==> src/rtl/rr_grant_sequencer_if.sv <==
// Request/grant bundle for the round-robin grant sequencer.
// Requesters drive req/done; the sequencer drives the grant side.
interface rr_grant_sequencer_if #(
  parameter int NUM_REQ = 16,
  parameter int IDX_W   = 4
);
  logic [NUM_REQ-1:0] req;
  logic               done;
  logic [IDX_W-1:0]   grant_idx;
  logic               grant_en;
  logic               timeout;
  logic               busy;

  modport master (
    output req, done,
    input  grant_idx, grant_en, timeout, busy
  );

  modport slave (
    input  req, done,
    output grant_idx, grant_en, timeout, busy
  );
endinterface

==> src/rtl/rr_grant_sequencer.sv <==
// 16-way round-robin arbiter with grant hold, done release,
// fairness pointer and hold-timeout watchdog.
module rr_grant_sequencer #(
  parameter int NUM_REQ  = 16,
  parameter int IDX_W    = 4,
  parameter int MAX_HOLD = 32
) (
  input  logic                  clk,
  input  logic                  rst_n,
  rr_grant_sequencer_if.slave   bus
);

  typedef enum logic {
    IDLE,
    GRANT
  } state_t;

  localparam bit HOLD_ON = (MAX_HOLD != 0);
  localparam logic [7:0] HOLD_LAST =
    8'((MAX_HOLD > 0) ? MAX_HOLD - 1 : 0);

  state_t           state;
  logic [IDX_W-1:0] ptr;
  logic [7:0]       hold_cnt;
  logic [IDX_W-1:0] sel;
  logic             found;
  logic             rel;
  logic             expire;

  // First set request at or after ptr, wrapping 15 -> 0.
  always_comb begin
    sel   = ptr;
    found = 1'b0;
    for (int i = 0; i < NUM_REQ; i++) begin
      if (!found && bus.req[ptr + IDX_W'(i)]) begin
        sel   = ptr + IDX_W'(i);
        found = 1'b1;
      end
    end
  end

  // Release and watchdog conditions for the current grant.
  always_comb begin
    rel    = bus.done | ~bus.req[bus.grant_idx];
    expire = HOLD_ON && (hold_cnt == HOLD_LAST);
  end

  // Arbitration FSM; all outputs registered here.
  always_ff @(posedge clk or negedge rst_n) begin
    if (!rst_n) begin
      state         <= IDLE;
      ptr           <= '0;
      hold_cnt      <= '0;
      bus.grant_idx <= '0;
      bus.grant_en  <= 1'b0;
      bus.busy      <= 1'b0;
      bus.timeout   <= 1'b0;
    end else begin
      bus.timeout <= 1'b0;
      unique case (state)
        IDLE: begin
          if (found) begin
            bus.grant_idx <= sel;
            bus.grant_en  <= 1'b1;
            bus.busy      <= 1'b1;
            hold_cnt      <= '0;
            state         <= GRANT;
          end
        end
        GRANT: begin
          if (hold_cnt != 8'hFF)
            hold_cnt <= hold_cnt + 8'd1;
          if (rel || expire) begin
            bus.grant_en <= 1'b0;
            bus.busy     <= 1'b0;
            bus.timeout  <= expire & ~rel;
            ptr          <= bus.grant_idx + 1'b1;
            state        <= IDLE;
          end
        end
        default: state <= IDLE;
      endcase
    end
  end

endmodule

==> src/flat_wrapper.sv <==
// flat-port wrapper written by rule: the top's interface ports become plain ports
module rr_grant_sequencer_flat 
#(
  parameter int NUM_REQ  = 16,
  parameter int IDX_W    = 4,
  parameter int MAX_HOLD = 32
)
  (clk, rst_n, bus_req, bus_done, bus_grant_idx, bus_grant_en, bus_timeout, bus_busy);
  rr_grant_sequencer_if #(.NUM_REQ(NUM_REQ), .IDX_W(IDX_W)) bus_i ();
  input  logic clk;
  input  logic rst_n;
  input wire logic [$bits(bus_i.req)-1:0] bus_req;
  input wire logic [$bits(bus_i.done)-1:0] bus_done;
  output wire logic [$bits(bus_i.grant_idx)-1:0] bus_grant_idx;
  output wire logic [$bits(bus_i.grant_en)-1:0] bus_grant_en;
  output wire logic [$bits(bus_i.timeout)-1:0] bus_timeout;
  output wire logic [$bits(bus_i.busy)-1:0] bus_busy;
  assign bus_i.req = bus_req;
  assign bus_i.done = bus_done;
  assign bus_grant_idx = bus_i.grant_idx;
  assign bus_grant_en = bus_i.grant_en;
  assign bus_timeout = bus_i.timeout;
  assign bus_busy = bus_i.busy;
  rr_grant_sequencer #(.NUM_REQ(NUM_REQ), .IDX_W(IDX_W), .MAX_HOLD(MAX_HOLD)) u_core (.clk(clk), .rst_n(rst_n), .bus(bus_i));
endmodule
==> config.mk <==
export PLATFORM = sky130hd
export DESIGN_NAME = rr_grant_sequencer_flat
export DESIGN_NICKNAME = d
export VERILOG_FILES = /design/src/rtl/rr_grant_sequencer_if.sv /design/src/rtl/rr_grant_sequencer.sv /design/src/flat_wrapper.sv
export SDC_FILE = /design/constraint.sdc
export NUM_CORES = 1
export LEC_CHECK = 0
export CAP_MARGIN = 10
export CORE_MARGIN = 5
export CORE_UTILIZATION = 40
export DETAILED_ROUTE_END_ITERATION = 8
export PLACE_DENSITY = 0.65
export SLEW_MARGIN = 20
export SYNTH_ARGS = -nofsm -noshare
export SYNTH_HDL_FRONTEND = slang
export SYNTH_SLANG_ARGS = --single-unit
==> constraint.sdc <==
create_clock -name clk -period 4.2 [get_ports clk]
set_clock_uncertainty 0.05 [all_clocks]
set_input_delay 0.84 -clock clk [delete_from_list [all_inputs] [get_ports clk]]
set_output_delay 0.84 -clock clk [all_outputs]
set_load 0.005 [all_outputs]
-- Word level (Yosys, flattened, before mapping)
Index checks and enable logic that the tools add are counted.
- register bits after elaboration: 19
- latch bits: 0
- bits in writable memories: 0
- ROM bits: 0
- input bits: 19
- output and inout port bits: 7
- word-level logic and storage cells: 161
- memories kept: 0
- add/sub/neg operators: 17
- $mul: 0
- div/mod/pow operators: 0
- order comparisons: 17
- equal/unequal tests: 5
- shift operators: 0
- mux-type cells: 76
- bitwise gates (word level): 5
- reductions and logical operators: 35
- operators by type and width (operator ; number):
    $lt A4 B5 Y1 const B ; 17
    $bmux W1 S4 ; 17
    $mux W4 ; 15
    $mux W1 ; 39
    $add A4 B4 Y4 const B ; 8
    $add A4 B3 Y4 const B ; 4
    $mux W8 ; 2
    $pmux W8 S2 ; 1
    $logic_and A1 B1 Y1 ; 15
    $logic_not A1 Y1 ; 15
    $add A4 B1 Y4 const B ; 2
    $add A4 B2 Y4 const B ; 2
    $add A8 B1 Y8 const B ; 1
    $eq A8 B5 Y1 const B ; 1
    $ne A8 B8 Y1 const B ; 1
    $reduce_and A2 Y1 ; 4
    $ne A2 B2 Y1 const B ; 2
    $pmux W1 S2 ; 2
    $not A1 Y1 ; 3
    $ne A2 B1 Y1 const B ; 1
    $and A1 B1 Y1 ; 1
    $logic_or A1 B1 Y1 ; 1
    $or A1 B1 Y1 ; 1

-- Depth between registers and ports, before layout
Gate-level depths: netlist of the first run.
- depth in word-level cells: 50
- depth in mapped cells: 16
- gate-level depth less buffers: 11

-- Worst setup path before layout of the first run
OpenSTA, ideal clock, no wires.
- kind: register -> register
- start: register u_core.ptr[1]
- end: register u_core.bus.grant_idx[3]
- library setup time: 0.087 ns
- arrival time: 3.858 ns
- data required time: 4.063 ns
- slack: 0.205 ns
- stages on the path, launching flop included: 16
- buffers on the path: 4
- clock period less this slack: 3.995 ns
- path through: dfrtp_1 clkbuf_1 inv_1 clkbuf_1 ha_1 buf_4 buf_6 mux2i_1 mux4_2 mux2i_2 nand2b_1 a311oi_1 o32ai_1 o211a_2 o311a_1 a211oi_2
- longest elaborated chain between the ends: 49
- elaborated cells on any way between the ends: 109
- classes of those cells: add/sub (15); mux (63); reduce/logical (31)
- RTL lines (element ; line ; text):
    from (decl) ; rr_grant_sequencer.sv:23 ; logic [IDX_W-1:0] ptr;
    from (signal assigned) ; rr_grant_sequencer.sv:77 ; ptr <= bus.grant_idx + 1'b1;
    branches (longest 49 deep; another with $add A4 B1 Y4) ; n/a ;
    to (signal assigned) ; rr_grant_sequencer.sv:63 ; bus.grant_idx <= sel;
    to (decl) ; rr_grant_sequencer_if.sv:21 ; output grant_idx, grant_en, timeout, busy
Parallel ways; which one is timed is not known. The select of a mux whose other input is x is not followed.
A chain may end at the register's enable or synchronous reset.

-- Final worst setup path of the first run
- start: input bus_req[12]
- end: register u_core.bus.grant_idx[0]
- longest elaborated chain between the ends: 49
- elaborated cells on any way between the ends: 94
- classes of those cells: mux (63); reduce/logical (31)
- RTL lines (element ; line ; text):
    from (decl) ; flat_wrapper.sv:12 ; input wire logic [$bits(bus_i.req)-1:0] bus_req;
    $bmux W1 S4 ; rr_grant_sequencer.sv:35 ; if (!found && bus.req[ptr + IDX_W'(i)]) begin
    $mux W1 (implied by the code) ; rr_grant_sequencer.sv:35 ;
    $mux W1 ; rr_grant_sequencer.sv:35 ;
    $logic_not A1 Y1 ; rr_grant_sequencer.sv:35 ;
    $logic_and A1 B1 Y1 ; rr_grant_sequencer.sv:35 ;
    $mux W1 ; rr_grant_sequencer.sv:35 ;
    $logic_not A1 Y1 ; rr_grant_sequencer.sv:35 ;
    $logic_and A1 B1 Y1 ; rr_grant_sequencer.sv:35 ;
    (+33 left out) ; n/a ;
    $mux W1 ; rr_grant_sequencer.sv:35 ;
    $logic_not A1 Y1 ; rr_grant_sequencer.sv:35 ;
    $logic_and A1 B1 Y1 ; rr_grant_sequencer.sv:35 ;
    $mux W1 ; rr_grant_sequencer.sv:35 ;
    $logic_not A1 Y1 ; rr_grant_sequencer.sv:35 ;
    $logic_and A1 B1 Y1 ; rr_grant_sequencer.sv:35 ;
    $mux W1 ; rr_grant_sequencer.sv:35 ;
    $reduce_and A2 Y1 (no line) ; n/a ;
Parallel ways exist; a longest one is shown, timed or not. The select of a mux whose other input is x is not followed.

==> results of run 1 <==
[worst max-delay path, cell delays in order]
cell	delay, ps
clkdlybuf4s50_1	600
mux4_2	580
a22o_1	270
or2_1	230
and4b_4	350
nand4_4	140
buf_4	220
a211oi_1	210
nor4_1	80
buf_4	140
xnor2_1	110
mux2_4	260
[final cells by class]
class,count,area share (%)
tap,129,3.63
sequential,19,10.7
clock buffer,4,1.01
inverter,11,0.929
timing repair buffer,64,13.1
multi-input combinational,376,70.6
[flip-flops by register name (all words and copies together) (netlist names)]
register / flops
u_core.hold_cnt: 8
u_core.ptr: 4
u_core.state: 1
u_core.bus.grant_idx: 4
u_core.bus.grant_en: 1
u_core.bus.timeout: 1
[path summary, 6_finish.rpt]
path                       cells past startpoint                 endpoint               start
max                                           12  u_core.bus.grant_idx[0]         bus_req[12]
min                                            1       u_core.hold_cnt[0]  u_core.hold_cnt[0]
min in group asynchronous                      1       u_core.hold_cnt[7]               rst_n
max in group asynchronous                      1            u_core.ptr[0]               rst_n
max reg2reg                                   14  u_core.bus.grant_idx[0]       u_core.ptr[0]
min reg2reg                                    1       u_core.hold_cnt[0]  u_core.hold_cnt[0]
[layer usage]
layer  vias to the layer above  share of wire (%)  track usage, %
met5                         -                  0               0
met4                         0                4.2            8.84
met3                        40                8.2            3.48
met2                       196                 45            33.6
met1                      1809                 43            30.9
li1                       1761                  -               -
[placed cells by master (no fill, tap or decap), types with 3 or more instances in the layout]
master	n
a32oi_1	3
o21ai_0	18
or3_1	3
buf_12	3
dfrtp_1	18
o21ai_1	8
nor2_1	41
a21o_1	3
xor2_1	8
inv_1	10
xnor2_1	9
a211oi_1	5
mux2i_1	32
nor2b_1	4
nand2b_1	7
o32ai_1	7
a21oi_1	18
or2_2	3
a31oi_1	10
mux4_2	32
nor3_1	9
o211ai_1	3
mux2_2	9
nand3_1	15
ha_1	9
o22ai_1	5
nand2_1	52
nor4_1	6
clkdlybuf4s50_1	25
and2_1	4
clkbuf_8	3
buf_4	36
[cell families (layout without fill, tap and decap cells)]
| family | after synthesis | after routing | share of synthesized area, % |
|---|---|---|---|
| buffers and inverters | 35 | 79 | 5.40 |
| xor gates and xnor gates | 19 | 19 | 5.04 |
| adders and majority gates | 9 | 9 | 2.95 |
| DFF | 19 | 19 | 12.4 |
| AOI/OAI and AO/OA | 111 | 111 | 20.9 |
| and+or+nand+nor | 158 | 158 | 20.7 |
| muxes | 79 | 79 | 32.5 |
[through the flow]
stage / worst slack, ps / utilization (%)
after floorplan: 205 / -
after global placement: 73.4 / 47.4
after detailed placement: 89.0 / 47.4
after CTS: 328 / 47.9
after global routing: 54.7 / 47.9
final: 271 / 47.9
==> impl_results.md, run 1 <==
* CTS Hold Bufs at 0
* Drt first-iter violations at 309
* Synth-to-Final Area Change at 16.3%
* # setup viols final at 0
* Number of distinct library cells after synthesis at 78
* Ys async rst share at 100%
* Largest net degree at the start of global routing at 39
* Gr usage total at 22.0%
* Die Width at 108 um
* Area after DPL at 4400 um2
* Syn. warnings at 0
* CTS tree: done
* Share of cells above drive strength 1 at 23.4%
* Worst EP required at 4290 ps
* Fillers at 904
* Post-Route WL at 12300 um
* Net Count, Synth at 458
* Core Region at 9280 um2
* DRC Markers at 0
* Total gr overflow at 0
* Most frequent cells after synthesis: nand2_1 (52), nor2_1 (41), mux2i_1 (32), mux4_2 (32), dfrtp_1 (19)
* Via density per instance at 6.31
* Register area share after synthesis at 12.4%
* Synth top area share at 18.9%
* Post-CTS Setup Inserts at 0
* Vias at 3806
* Syn Inst Count at 430
* Pre-antenna DRT Iters at 5
* Antenna-violating nets left at 0
* Crit end category: register
* Synth area leader: mux4_2
* EDFF count, synth at 0
* Cells after DPL at 599
* Sequential cell area at 477 um2
* RSZ-0062 raised after global routing: no
* Syn_area_per_cell at 8.88 um2
* Primary FF master, synth: dfrtp_1
* CTS Buf Count at 3
* Crit path launch type: input port
* Synth top area cells: mux4_2 (19%), dfrtp_1 (12%), mux2i_1 (8.4%)
* # diodes at 0
* Io pins at 26
* Slew HR at 34.4%
* Max Cap Viol at 0
* Critical path fanouts, max at 14
* Clock root buffer: clkbuf_8
* Final #Nets at 503
* Setup CP Type: input port to register
* Clk Latency, worst-skew pair at 250 ps
* Worst hold path type: register to register
* Clock tree buffer depth at 2
* Post-Route Setup TNS at 0 ps
* Rows at 35
* WL/cell at 20.4 um
* Slew Limit Fails at 0
* Post-DP HPWL at 9600 um
* Worst Max-Slew Pin Slew at 976 ps
* Initial antenna violation count at 0
* IO Port Bufs at 25
* Netlist Area Pre-Place at 3820 um2
* Clk sinks at 19
* Arr. time, crit path at 4020 ps
* Fmax at 255 MHz
* Clock transition at path regs at 70 ps
* Layout Cell Area excl Fill at 4440 um2
* Final Cycle Share at 93.5%
* H-tree level count at 1
* Multi-input gate area at 3140 um2
* Outcome: finished, final reports clean
* Final worst path period need at 3930 ps
* Reg-to-reg slack, setup at 350 ps
* First-pass GRT wire length at 20200 um
* Die Span Y at 108 um
* Non-filler instance count after layout at 603
* Most common cell in the netlist: nand2_1
* Routability congestion estimate at 0.964
* Yosys reg bits at 19
* Final Hold Fails at 0
* Die area at 11600 um2
* Resized Gates After CTS at 0
* Number of global-route vias before repair at 3768
* Hold slack at 484 ps
* Initial core utilization at 41.1%
Power of run 1 is left out: the tool's default activity adds up to more than one toggle a clock period on the data nets, which glitch-free logic cannot reach.
==> inputs of run 2 (changes only) <==
==> constraint.sdc (replaced) <==
create_clock -name clk -period 3.55 [get_ports clk]
set_clock_uncertainty 0.05 [all_clocks]
set_input_delay 0.71 -clock clk [delete_from_list [all_inputs] [get_ports clk]]
set_output_delay 0.71 -clock clk [all_outputs]
set_load 0.005 [all_outputs]
==> run 2 against run 1 <==
Against the previous run: final cell count increased by 16%; critical path depth unchanged; flip-flop and latch count unchanged; die area unchanged; first-iteration DRC count decreased by 3.2%; worst setup slack got worse by 210 ps; routed wire length increased by 14%; count of clock-buffer cells in the layout decreased by 1; largest cell class unchanged; critical endpoint unchanged.
==> impl_results.md, run 2 (synthesis gave the netlist of run 1 again) <==
* Outcome: finished, final reports clean (unchanged)
* CTS Hold Bufs at 0 (unchanged)
* Max Cap Viol at 0 (unchanged)
* Biggest regs: u_core.hold_cnt (8), u_core.bus.grant_idx (4), u_core.ptr (4) (unchanged)
* Most frequent cells in the layout: buf_4 (131), nand2_1 (51), nor2_1 (41), mux4_2 (32), mux2i_1 (21) (was nand2_1 (52), nor2_1 (41), buf_4 (36), mux4_2 (32), mux2i_1 (32))
* CTS tree: done (unchanged)
* Clk sinks at 19 (unchanged)
* Final WS setup at 57.5 ps (was 271 ps)
* Number of global-route vias before repair at 4165 (was 3768)
* Pre-antenna DRT Iters at 7 (was 5)
* Final Cycle Share at 98.4%
* Initial antenna violation count at 0 (unchanged)
* CTS Buf Count at 3 (unchanged)
* Crit path launch type: register (was input port)
* Share of cells above drive strength 1 at 40.4% (was 23.4%)
* WL/cell at 19.9 um (was 20.4 um)
* Die Width at 108 um (unchanged)
* Die area at 11600 um2 (unchanged)
* Worst EP required at 3650 ps (was 4290 ps)
* H-tree level count at 1 (unchanged)
* RSZ-0062 raised after global routing: yes (was no)
* Largest register FFs at 8 (unchanged)
* Most common cell after layout, fill and taps aside: buf_4 (was nand2_1)
* Via density per instance at 6.17 (was 6.31)
* Final worst path period need at 3490 ps
* Slew Limit Fails at 0 (unchanged)
* # setup viols final at 0 (unchanged)
* Synth-to-Final Area Change at 40.4% (was 16.3%)
* Post-Route WL at 14000 um (was 12300 um)
* Drt first-iter violations at 299 (was 309)
* Arr. time, crit path at 3600 ps (was 4020 ps)
* Largest net degree at the start of global routing at 20 (was 39)
* Layout Cell Area excl Fill at 5360 um2 (was 4440 um2)
* Slowest stage delay, CP at 490 ps (was 600 ps)
* Final #Nets at 601 (was 503)
* Fillers at 815 (was 904)
* Crit end category: register (unchanged)
* Antenna-violating nets left at 0 (unchanged)
* Rows at 35 (unchanged)
* Worst hold path type: register to register (unchanged)
* Routability congestion estimate at 0.970 (was 0.964)
* CP delay by family, top: multiplexers (was buffers and inverters)
* Pre-CTS WS at -362 ps (was 89.0 ps)
* Gr usage total at 23.3% (was 22.0%)
* Core Region at 9280 um2 (unchanged)
* DRC Markers at 0 (unchanged)
* Clock transition at path regs at 80 ps (was 70 ps)
* CP max-delay cell: o41a_1 (was clkdlybuf4s50_1)
* Setup CP Type: register to register (was input port to register)
* Critical path fanouts, max at 8 (was 14)
* First-pass GRT wire length at 21500 um (was 20200 um)
* Worst Max-Slew Pin Slew at 872 ps (was 976 ps)
* Io pins at 26 (unchanged)
* Total gr overflow at 0 (unchanged)
* Clock tree buffer depth at 2 (unchanged)
* Area after DPL at 5050 um2 (was 4400 um2)
* Vias at 4323 (was 3806)
* CP Buf/Inv Count at 4 (was 3)
* IO Port Bufs at 25 (unchanged)
* # diodes at 0 (unchanged)
* Slew HR at 41.7% (was 34.4%)
* Final Hold Fails at 0 (unchanged)
* Post-DP HPWL at 11100 um (was 9600 um)
* CP Cell Sequence: inv_2, ha_4, buf_12, mux2i_4, mux4_2, mux2i_4, nor4_4, buf_4, nand4_4, o41a_1, buf_4, mux2_4 (was clkdlybuf4s50_1, mux4_2, a22o_1, or2_1, and4b_4, nand4_4, buf_4, a211oi_1, nor4_1, buf_4, xnor2_1, mux2_4)
* Biggest register: u_core.hold_cnt (unchanged)
* Initial core utilization at 41.1% (unchanged)
* Clk Latency, worst-skew pair at 260 ps (was 250 ps)
* Post-Route Setup TNS at 0 ps (unchanged)
* Die Span Y at 108 um (unchanged)
* Fmax at 286 MHz
* Clock root buffer: clkbuf_8 (unchanged)
run 2: cell type report:
type	instances	area (um2)	share of cell area (%)
multi-input cells	376	3290	61.4
clock inverters	1	5.00	0.0933
inverters	11	41.3	0.770
flip-flops and latches	19	478	8.91
clock buffers	3	41.3	0.770
repair buffers	162	1350	25.1
well taps	129	161	3.01
run 2: final timing paths:
| check | slack (ps) | from | endpoint | depth (start not counted) |
|---|---|---|---|---|
| max | 60 | u_core.ptr[0] | u_core.bus.grant_idx[0] | 12 |
| min | 500 | u_core.hold_cnt[0] | u_core.hold_cnt[0] | 1 |
| max reg2reg | 60 | u_core.ptr[0] | u_core.bus.grant_idx[0] | 12 |
| min reg2reg | 500 | u_core.hold_cnt[0] | u_core.hold_cnt[0] | 1 |
| max in group asynchronous | 1970 | rst_n | u_core.ptr[0] | 1 |
| min in group asynchronous | 890 | rst_n | u_core.bus.grant_idx[2] | 1 |
run 2: metal layers:
metal	GRT usage [%]	wire length (um)	part of all wire, %	vias to the layer above
li1	-	-	-	1957
met1	31.2	5450	39	2062
met2	38.1	6850	49	258
met3	3.12	1150	8.2	46
met4	9.11	505	3.6	0
met5	0	0	0	-
run 2: per-stage QoR:
stage	utilization (%)	hold slack, ps	instances
4_1_cts	55.1	496	688
2_1_floorplan	-	364	430
5_1_grt	57.8	543	701
3_5_place_dp	54.4	486	682
6_report	57.8	503	701
3_3_place_gp	54.4	481	682
run 2: worst reg2reg max path: cells and delay by family (launching register included):
family | cells | cell delay [ps]
simple gates | 2 | 530
buf+inv | 4 | 570
compound gates | 1 | 490
fa+ha+maj | 1 | 300
mux | 4 | 1020
flops | 1 | 410
run 2: repair_timing:
action / in CTS / in global routing
setup endpoints to repair: 9 / 9
setup buffers: 2 / 12
resized for setup: 17 / 26
cloned: 0 / 1
pin swaps: 1 / 7
Power of run 2 is left out for the same reason.
==> inputs of run 3 (changes only) <==
--- a/config.mk
+++ b/config.mk
@@ -7,9 +7,9 @@
 export LEC_CHECK = 0
 export CAP_MARGIN = 10
 export CORE_MARGIN = 5
-export CORE_UTILIZATION = 40
+export CORE_UTILIZATION = 45
 export DETAILED_ROUTE_END_ITERATION = 8
-export PLACE_DENSITY = 0.65
+export PLACE_DENSITY = 0.71
 export SLEW_MARGIN = 20
 export SYNTH_ARGS = -nofsm -noshare
 export SYNTH_HDL_FRONTEND = slang
==> run 3 against run 2 <==
Against the previous run: non-clock buffer count shrank 13; worst hold slack gained 8.4 ps; utilization grew 6.4 points; largest cell class unchanged.
==> impl_results.md, run 3 (synthesis gave the netlist of run 1 again) <==
* Worst hold path type: register to register (unchanged)
* Die Width at 102 um (was 108 um)
* Most common cell after layout, fill and taps aside: buf_4 (unchanged)
* Vias at 4330 (was 4323)
* Pre-antenna DRT Iters at 5 (was 7)
* Crit path launch type: register (unchanged)
* Clock root buffer: clkbuf_8 (unchanged)
* Arr. time, crit path at 3540 ps (was 3600 ps)
* RSZ-0062 raised after global routing: yes (unchanged)
* Fillers at 675 (was 815)
* Io pins at 26 (unchanged)
* Initial core utilization at 46.3% (was 41.1%)
* Worst EP required at 3640 ps (was 3650 ps)
* Setup CP Type: register to register (unchanged)
* Outcome: finished, final reports clean (unchanged)
* Post-Route WL at 14300 um (was 14000 um)
* Crit end category: register (unchanged)
* Clk Latency, worst-skew pair at 260 ps (about the same)
* DRC Markers at 0 (unchanged)
* Sequential cell area at 477 um2 (was 478 um2)
* CTS tree: done (unchanged)
* Post-DP HPWL at 10800 um (was 11100 um)
* Biggest regs: u_core.hold_cnt (8), u_core.bus.grant_idx (4), u_core.ptr (4) (unchanged)
* Drt first-iter violations at 473 (was 299)
* Share of cells above drive strength 1 at 39.9% (was 40.4%)
* Final #Nets at 588 (was 601)
* Fmax at 290 MHz (was 286 MHz)
* Clock tree buffer depth at 2 (unchanged)
* WL/cell at 21.5 um (was 19.9 um)
* Final worst path period need at 3450 ps (was 3490 ps)
* Slew HR at 42.6% (was 41.7%)
* CTS Hold Bufs at 0 (unchanged)
* CTS Buf Count at 3 (unchanged)
* Most frequent cells in the layout: buf_4 (116), nand2_1 (52), nor2_1 (41), mux4_2 (32), mux2i_1 (20) (was buf_4 (131), nand2_1 (51), nor2_1 (41), mux4_2 (32), mux2i_1 (21))
* # setup viols final at 0 (unchanged)
* Hold slack at 511 ps (was 503 ps)
* Largest register FFs at 8 (unchanged)
* Core Region at 8260 um2 (was 9280 um2)
* Die area at 10400 um2 (was 11600 um2)
* Routability congestion estimate at 1.09 (was 0.970)
* Synth-to-Final Area Change at 38.7% (was 40.4%)
* Die Span Y at 102 um (was 108 um)
* Via density per instance at 6.51 (was 6.17)
* Multi-input gate area at 3320 um2 (was 3290 um2)
* Final Cycle Share at 97.2% (was 98.4%)
* Biggest register: u_core.hold_cnt (unchanged)
* Antenna-violating nets left at 0 (unchanged)
* Final Hold Fails at 0 (unchanged)
* Largest net degree at the start of global routing at 29 (was 20)
* Slew Limit Fails at 0 (unchanged)
* H-tree level count at 1 (unchanged)
* Gr usage total at 27.8% (was 23.3%)
* First-pass GRT wire length at 22700 um (was 21500 um)
* Max Cap Viol at 0 (unchanged)
* Rows at 33 (was 35)
* Total gr overflow at 0 (unchanged)
* Worst Max-Slew Pin Slew at 858 ps (was 872 ps)
* Post-Route Setup TNS at 0 ps (unchanged)
* IO Port Bufs at 25 (unchanged)
* Critical path fanouts, max at 12 (was 8)
* Number of global-route vias before repair at 4272 (was 4165)
* Clock transition at path regs at 80 ps (about the same)
* Clk sinks at 19 (unchanged)
* Initial antenna violation count at 1 (was 0)
## run 3: area by class of cell
type | count | share of cell area, %
clock buffer | 3 | 0.779
clock inverter | 1 | 0.142
multi-input combinational | 376 | 62.6
antenna | 1 | 0.0472
timing repair buffer | 149 | 24.2
inverter | 11 | 0.779
sequential | 19 | 8.99
tap | 105 | 2.48
## run 3: final timing paths
check                              startpoint                 endpoint  slack, ps  cells past startpoint
max                             u_core.ptr[1]  u_core.bus.grant_idx[2]        100                     14
min                        u_core.hold_cnt[0]       u_core.hold_cnt[0]        510                      1
max reg2reg                     u_core.ptr[1]  u_core.bus.grant_idx[2]        100                     14
min reg2reg                u_core.hold_cnt[0]       u_core.hold_cnt[0]        510                      1
max in group asynchronous               rst_n            u_core.ptr[0]       1990                      1
min in group asynchronous               rst_n       u_core.hold_cnt[0]        880                      1
## run 3: per-stage QoR
step	area [um2]	instances	setup slack [ps]	util, %
final	5300	665	101	64.2
after global routing	5300	665	-30.1	64.2
after CTS	5080	659	4.63	61.5
after detailed placement	4950	647	-388	59.9
after global placement	4950	647	-317	59.9
after floorplan	3880	430	-14.0	-
## run 3: layer usage
metal  part of all wire, %  track usage [%]  vias up
met1                    39             38.2     2069
li1                      -                -     1919
met4                   4.0             8.07        0
met3                   9.8             3.82       63
met2                    47             45.6      279
met5                     0                0        -
## run 3: timing repair
action / 4_1_cts / 5_1_grt
endpoints found under the setup margin: 11 / 12
pin swaps: 6 / 10
cloned: 0 / 2
resized for setup: 16 / 30
setup buffers: 8 / 3
## run 3: critical path, cell delays in order, from the launching register on
cell and delay [ps]:
dfrtp_1 410, inv_2 70, ha_4 330, clkbuf_16 190, mux2i_1 320, mux2_2 270
o32ai_4 100, buf_4 160, or3_1 390, buf_4 160, o2111a_1 130, o22ai_1 160
o32ai_1 120, o211ai_1 290, a31oi_1 140
Power of run 3 is left out for the same reason.
